<file path="src/rtl/cpu_phase_clk_gen.sv">
// Two-phase CPU clock generator: halt / free-run / debounced single-step, selectable divisor.
// Optional non-overlapping phases with DEAD_CYCLES gaps: define CPU_PHASE_NONOVERLAP_EN.
module cpu_phase_clk_gen #(
  parameter int CNT_W       = 24,
  parameter int DIV0        = 10000000,
  parameter int DIV1        = 1000000,
  parameter int DIV2        = 100000,
  parameter int DIV3        = 1,
  parameter int DEB_CYCLES  = 1000000,
  parameter int DEAD_CYCLES = 2
) (
  input  logic        clk,
  input  logic        rst_n,
  input  logic [1:0]  mode,
  input  logic [1:0]  div_sel,
  input  logic        step_btn,
  output logic        phi1,
  output logic        phi2,
  output logic        tick,
  output logic        busy,
  output logic [31:0] cycle_cnt
);

  localparam logic [1:0] MODE_RUN  = 2'b01;
  localparam logic [1:0] MODE_STEP = 2'b10;
  localparam int DEB_W = $clog2(DEB_CYCLES + 1);
  localparam logic [DEB_W-1:0] DEB_LAST = DEB_W'(DEB_CYCLES - 1);
`ifdef CPU_PHASE_NONOVERLAP_EN
  localparam logic [CNT_W-1:0] DEAD_LAST = CNT_W'(DEAD_CYCLES - 1);
  localparam logic PHI2_RST = 1'b0;
`else
  localparam logic PHI2_RST = 1'b1;
`endif

  if (DIV0 < 1 || DIV1 < 1 || DIV2 < 1 || DIV3 < 1 ||
      (DIV0 >> CNT_W) != 0 || (DIV1 >> CNT_W) != 0 ||
      (DIV2 >> CNT_W) != 0 || (DIV3 >> CNT_W) != 0 ||
      DEB_CYCLES < 1 || DEAD_CYCLES < 1) begin : g_param_check
    $error("cpu_phase_clk_gen: DIVn must be 1..2^CNT_W-1, DEB_CYCLES/DEAD_CYCLES >= 1");
  end

  typedef enum logic [2:0] {IDLE, HIGH, LOW, DEAD_FALL, DEAD_RISE} state_t;

  logic             sync1_reg, sync2_reg, deb_level_reg, step_req_reg;
  logic [DEB_W-1:0] deb_cnt_reg;
  state_t           state_reg;
  logic [CNT_W-1:0] cnt_reg, div_reg, div_sel_val;
  logic             pending_reg, phi1_reg, phi2_reg, tick_reg, busy_reg;
  logic [31:0]      cycle_cnt_reg;
  logic             start_ok, cnt_last, enter_high;

  // The debounced level only flips after DEB_CYCLES consecutive differing samples.
  always_ff @(posedge clk or negedge rst_n) begin
    if (!rst_n) begin
      sync1_reg     <= 1'b0;
      sync2_reg     <= 1'b0;
      deb_level_reg <= 1'b0;
      deb_cnt_reg   <= '0;
      step_req_reg  <= 1'b0;
    end else begin
      sync1_reg    <= step_btn;
      sync2_reg    <= sync1_reg;
      step_req_reg <= 1'b0;
      if (sync2_reg == deb_level_reg) begin
        deb_cnt_reg <= '0;
      end else if (deb_cnt_reg == DEB_LAST) begin
        deb_level_reg <= sync2_reg;
        deb_cnt_reg   <= '0;
        step_req_reg  <= sync2_reg;
      end else begin
        deb_cnt_reg <= deb_cnt_reg + 1'b1;
      end
    end
  end

  always_comb begin
    div_sel_val = CNT_W'(DIV0);
    case (div_sel)
      2'd1:    div_sel_val = CNT_W'(DIV1);
      2'd2:    div_sel_val = CNT_W'(DIV2);
      2'd3:    div_sel_val = CNT_W'(DIV3);
      default: div_sel_val = CNT_W'(DIV0);
    endcase
  end

  assign start_ok = (mode == MODE_RUN) ||
                    ((mode == MODE_STEP) && (step_req_reg || pending_reg));
  assign cnt_last = (cnt_reg == div_reg - 1'b1);

  always_comb begin
    enter_high = 1'b0;
`ifdef CPU_PHASE_NONOVERLAP_EN
    if (state_reg == DEAD_RISE && cnt_reg == DEAD_LAST) enter_high = 1'b1;
`else
    if (state_reg == IDLE && start_ok) enter_high = 1'b1;
    if (state_reg == LOW && cnt_last && mode == MODE_RUN) enter_high = 1'b1;
`endif
  end

  always_ff @(posedge clk or negedge rst_n) begin
    if (!rst_n) begin
      state_reg     <= IDLE;
      cnt_reg       <= '0;
      div_reg       <= CNT_W'(DIV0);
      pending_reg   <= 1'b0;
      phi1_reg      <= 1'b0;
      phi2_reg      <= PHI2_RST;
      tick_reg      <= 1'b0;
      busy_reg      <= 1'b0;
      cycle_cnt_reg <= '0;
    end else begin
      tick_reg <= 1'b0;
      // One-deep pending request, only meaningful while a step-mode period runs.
      if (mode != MODE_STEP) pending_reg <= 1'b0;
      else if (step_req_reg && state_reg != IDLE) pending_reg <= 1'b1;

      case (state_reg)
        IDLE: begin
          if (start_ok) begin
            pending_reg <= 1'b0;
`ifdef CPU_PHASE_NONOVERLAP_EN
            state_reg <= DEAD_RISE;
            cnt_reg   <= '0;
            busy_reg  <= 1'b1;
            phi2_reg  <= 1'b0;
`endif
          end
        end
        HIGH: begin
          if (cnt_last) begin
            cnt_reg  <= '0;
            phi1_reg <= 1'b0;
`ifdef CPU_PHASE_NONOVERLAP_EN
            state_reg <= DEAD_FALL;
`else
            state_reg <= LOW;
            phi2_reg  <= 1'b1;
`endif
          end else begin
            cnt_reg <= cnt_reg + 1'b1;
          end
        end
        LOW: begin
          if (cnt_last) begin
            cnt_reg <= '0;
            if (mode != MODE_RUN) begin
              state_reg <= IDLE;
              busy_reg  <= 1'b0;
            end
`ifdef CPU_PHASE_NONOVERLAP_EN
            else begin
              state_reg <= DEAD_RISE;
              phi2_reg  <= 1'b0;
            end
`endif
          end else begin
            cnt_reg <= cnt_reg + 1'b1;
          end
        end
`ifdef CPU_PHASE_NONOVERLAP_EN
        DEAD_FALL: begin
          if (cnt_reg == DEAD_LAST) begin
            cnt_reg   <= '0;
            state_reg <= LOW;
            phi2_reg  <= 1'b1;
          end else begin
            cnt_reg <= cnt_reg + 1'b1;
          end
        end
        DEAD_RISE: begin
          if (cnt_reg != DEAD_LAST) cnt_reg <= cnt_reg + 1'b1;
        end
`endif
        default: state_reg <= IDLE;
      endcase

      // Common HIGH entry: the divisor is sampled only here, so div_sel never cuts a phase short.
      if (enter_high) begin
        state_reg     <= HIGH;
        cnt_reg       <= '0;
        div_reg       <= div_sel_val;
        tick_reg      <= 1'b1;
        cycle_cnt_reg <= cycle_cnt_reg + 32'd1;
        phi1_reg      <= 1'b1;
        phi2_reg      <= 1'b0;
        busy_reg      <= 1'b1;
      end
    end
  end

  assign phi1      = phi1_reg;
  assign phi2      = phi2_reg;
  assign tick      = tick_reg;
  assign busy      = busy_reg;
  assign cycle_cnt = cycle_cnt_reg;

endmodule
</file>
<file path="config.mk">
export PLATFORM = sky130hd
export DESIGN_NAME = cpu_phase_clk_gen
export DESIGN_NICKNAME = d
export VERILOG_FILES = /design/src/rtl/cpu_phase_clk_gen.sv
export SDC_FILE = /design/constraint.sdc
export NUM_CORES = 1
export LEC_CHECK = 0
export ABC_AREA = 1
export BUFFER_PORTS_ARGS = -buffer_cell sky130_fd_sc_hd__buf_2
export CAP_MARGIN = 0
export CORE_MARGIN = 2
export CORE_UTILIZATION = 56
export CTS_BUF_LIST = sky130_fd_sc_hd__clkbuf_8
export CTS_CLUSTER_DIAMETER = 120
export DETAILED_ROUTE_END_ITERATION = 12
export GPL_TIMING_DRIVEN = 1
export MAX_ROUTING_LAYER = met4
export PLACE_DENSITY = 0.8
export SYNTH_ARGS = -nofsm -noshare
export SYNTH_HDL_FRONTEND = slang
export SYNTH_SLANG_ARGS = --single-unit
</file>
<file path="constraint.sdc">
create_clock -name clk -period 2.66 [get_ports clk]
set_clock_uncertainty 0.1 [all_clocks]
set_input_delay 0.133 -clock clk [delete_from_list [all_inputs] [get_ports clk]]
set_output_delay 0.133 -clock clk [all_outputs]
set_load 0.02 [all_outputs]
</file>
==> summary.txt <==
Outcome - finished, final reports clean
CP endpoint kind - flip-flop
First-pass GRT wire length - 26000 um
Synth Warn # - 0
R2r startpoint - div_reg[5]
Sequential share of the synthesized area - 37.8%
Die width - 110 um
Worst Setup EP - cycle_cnt[7]
N_diodes - 0
Die Y - 110 um
TritonCTS Sinks - 95
Gr ovfl total - 0
Met3 Usage GRT - 3.35%
CTS tree - done
Worst skew pair latency - 370 ps
Worst slew margin - 44.7%
Async S/R FF share, synth - 100%
Worst Hold Launch - div_sel[1]
GRT met1 Usage - 37.6%
Largest area contributor in the netlist - dfrtp_1
Worst reg2reg endpoint - cycle_cnt[7]
CP Launch Point - div_reg[5]
Pins Over Slew Limit - 0
Adder-cell area share of the yosys netlist - 2.38%
Critical path arrival - 2670 ps
Min Tclk post-route - 2480 ps
Dpl ws - 206 ps
Period utilization - 93.2%
CTS H-Tree Depth - 3
Layout area overhead - 11.6%
Final RePlAce weighted congestion - 0.998
Total die area - 12100 um^2
Register area - 2380 um^2
R2r setup slk - 180 ps
Detailed placement HPWL - 11500 um
Worst Setup Start Kind - flip-flop
Max Cap Viol - 0
GR peak layer - met2
Number of flip-flops in the largest register - 32
Num CTS Buffers - 9
Vias per cell - 5.48
FP Rows - 38
NumNets Final - 972
Top_reg_cell synth - dfrtp_1
Fmax - 0.403 GHz
Simple-Gate Fraction of Synth Area - 39.2%
First-pass DRT Iterations - 5
Complex-gate fraction of the synthesized area - 3.80%
Leakage - 3.37 nW
Tot GR Track Use - 27.8%
Root buf cell - clkbuf_8
Port bufs - 42
Largest family of logic cells by synthesized area - simple AND/OR/NAND/NOR gates
Mux cell area share after synthesis - 0%
Depth of the worst register-to-register path - 17
Filler cells - 990
Setup CP Type - flip-flop to flip-flop
Antenna Nets Post-Route - 0
Total Wirelength - 15400 um
Cell Area, Synth - 6310 um^2
Routed len/inst - 14.1 um
Largest net degree at the start of global routing - 51
First-iteration detailed-routing DRC count - 433
Power per cell area - 821 nW/um^2
Share of layout cells above drive strength 1 - 10.3%
Starting Density - 57.7%
Largest cells by area after synthesis - dfrtp_1 (36%), nand2_1 (16%), xor2_1 (7.8%)
Mean Syn Cell Area - 6.96 um^2
Min-delay worst type - primary input to flip-flop
I/O pins - 43
Mapped Nets - 926
Initial antenna violation count - 0
Count leader, synth - nand2_1
Final setup viols - 0
Clock Path Buffers - 2
Vias in the first global route - 5592
Drt drc - 0
Critical Path RT - 2850 ps
Cells after Synth - 907
Unique cell type count in the Yosys netlist - 29
Worst Path Max Fanout - 25
Number of enable flip-flop cells after synthesis - 0
Hold WS - 51.9 ps
Final WS setup - 181 ps
Post-synth top area share - 35.7%
Max IR drop VDD - 567 uV
Worst-Margin Slew - 826 ps
Top cells by count, synth - nand2_1 (262), nor2_1 (114), inv_1 (100)
Xor/xnor share of the synthesized area - 8.46%
Vias - 6019
Core ar. - 10900 um^2
Final hold vios - 0
Clock transition at path regs - 100 ps
Multi-input logic area - 3460 um^2
Seq cells post-synth - 95
Met2 usage - 43.5%
## final cells by class
type / instances / area share [%]
Clock buffer: 9 / 1.76
Clock inverter: 7 / 0.941
Inverter: 102 / 5.44
Multi-Input combinational cell: 679 / 49.2
Sequential cell: 95 / 33.8
Tap cell: 140 / 2.49
Timing Repair Buffer: 66 / 6.36
## critical path, stage by stage (launching register included)
cell and delay [ps]:
dfrtp_1 410, inv_1 80, ha_1 290, inv_1 40, nand2_1 50, nand2_1 50
nor2_1 130, nand3_1 90, nor2_1 130, nand2_1 60, nor2_1 90, nand2_1 100
nor2_4 180, nand3_4 140, nand2_8 130, buf_12 170, nand2_1 70, o21ai_1 80
## power breakdown
group | internal [mW] | switching [mW] | total (mW)
sequential | 1.75 | 0.366 | 2.12
combinational | 0.910 | 1.80 | 2.71
clock | 0.430 | 0.533 | 0.963
total | 3.09 | 2.69 | 5.79
## how the worst min path moves through the flow
stage,cells past startpoint,endpoint
detailed placement,1,deb_cnt_reg[14]
global placement,1,deb_cnt_reg[15]
finish,5,div_reg[9]
global route,5,div_reg[9]
floorplan,0,busy
CTS,5,div_reg[9]
## kinds of logic (layout without fill, tap and decap cells)
group / Yosys count / after routing
AO/OA/AOI/OAI: 47 / 47
flip-flops: 95 / 95
buffers and inverters: 134 / 184
AND/OR/NAND/NOR: 558 / 559
adder cells (fa/ha/maj): 12 / 12
XOR/XNOR: 61 / 61
## repair_timing
| item | 4_1_cts | 5_1_grt |
|---|---|---|
| resized for setup | 0 | 12 |
| hold buffers | 4 | 0 |
| endpoints found under the hold margin | 75 | 0 |
| setup buffers | 0 | 2 |
| endpoints found under the setup margin | 0 | 61 |
## stage by stage
stage | power (mW) | utilization [%] | setup TNS (ps) | std cells | area [um^2]
6_report | 5.79 | 64.4 | 0 | 1098 | 7040
5_1_grt | 6.25 | 64.4 | -7.27 | 1098 | 7040
4_1_cts | 5.71 | 63.7 | 0 | 1095 | 6970
3_5_place_dp | 4.74 | 61.6 | 0 | 1075 | 6740
3_3_place_gp | 4.70 | 61.6 | 0 | 1075 | 6740
2_1_floorplan | 4.00 | - | 0 | 907 | 6310
## routing by layer
layer  wire, um  share of wire [%]
met1       6960                 45
met2       7360                 48
met3        733                4.7
met4        393                2.5
met5          0                  0
## cell usage in the layout (no fill, tap or decap), types with 4 or more instances in the layout
cell type / synthesis / routed
nand3_1: 46 / 46
ha_1: 12 / 12
xor2_1: 56 / 56
inv_1: 100 / 102
dlygate4sd3_1: 0 / 4
buf_2: 6 / 41
dfstp_2: 5 / 5
clkbuf_8: 0 / 9
nand4_1: 71 / 71
nor2_1: 114 / 110
nor2_2: 2 / 5
a21oi_1: 7 / 7
dfrtp_1: 90 / 90
nand2_1: 262 / 261
buf_4: 5 / 17
nor3_1: 38 / 38
o21ai_0: 20 / 20
o21ai_1: 18 / 17
nor4_1: 11 / 11
xnor2_1: 5 / 5
No activity file was read; power rests on OpenSTA's default activity.
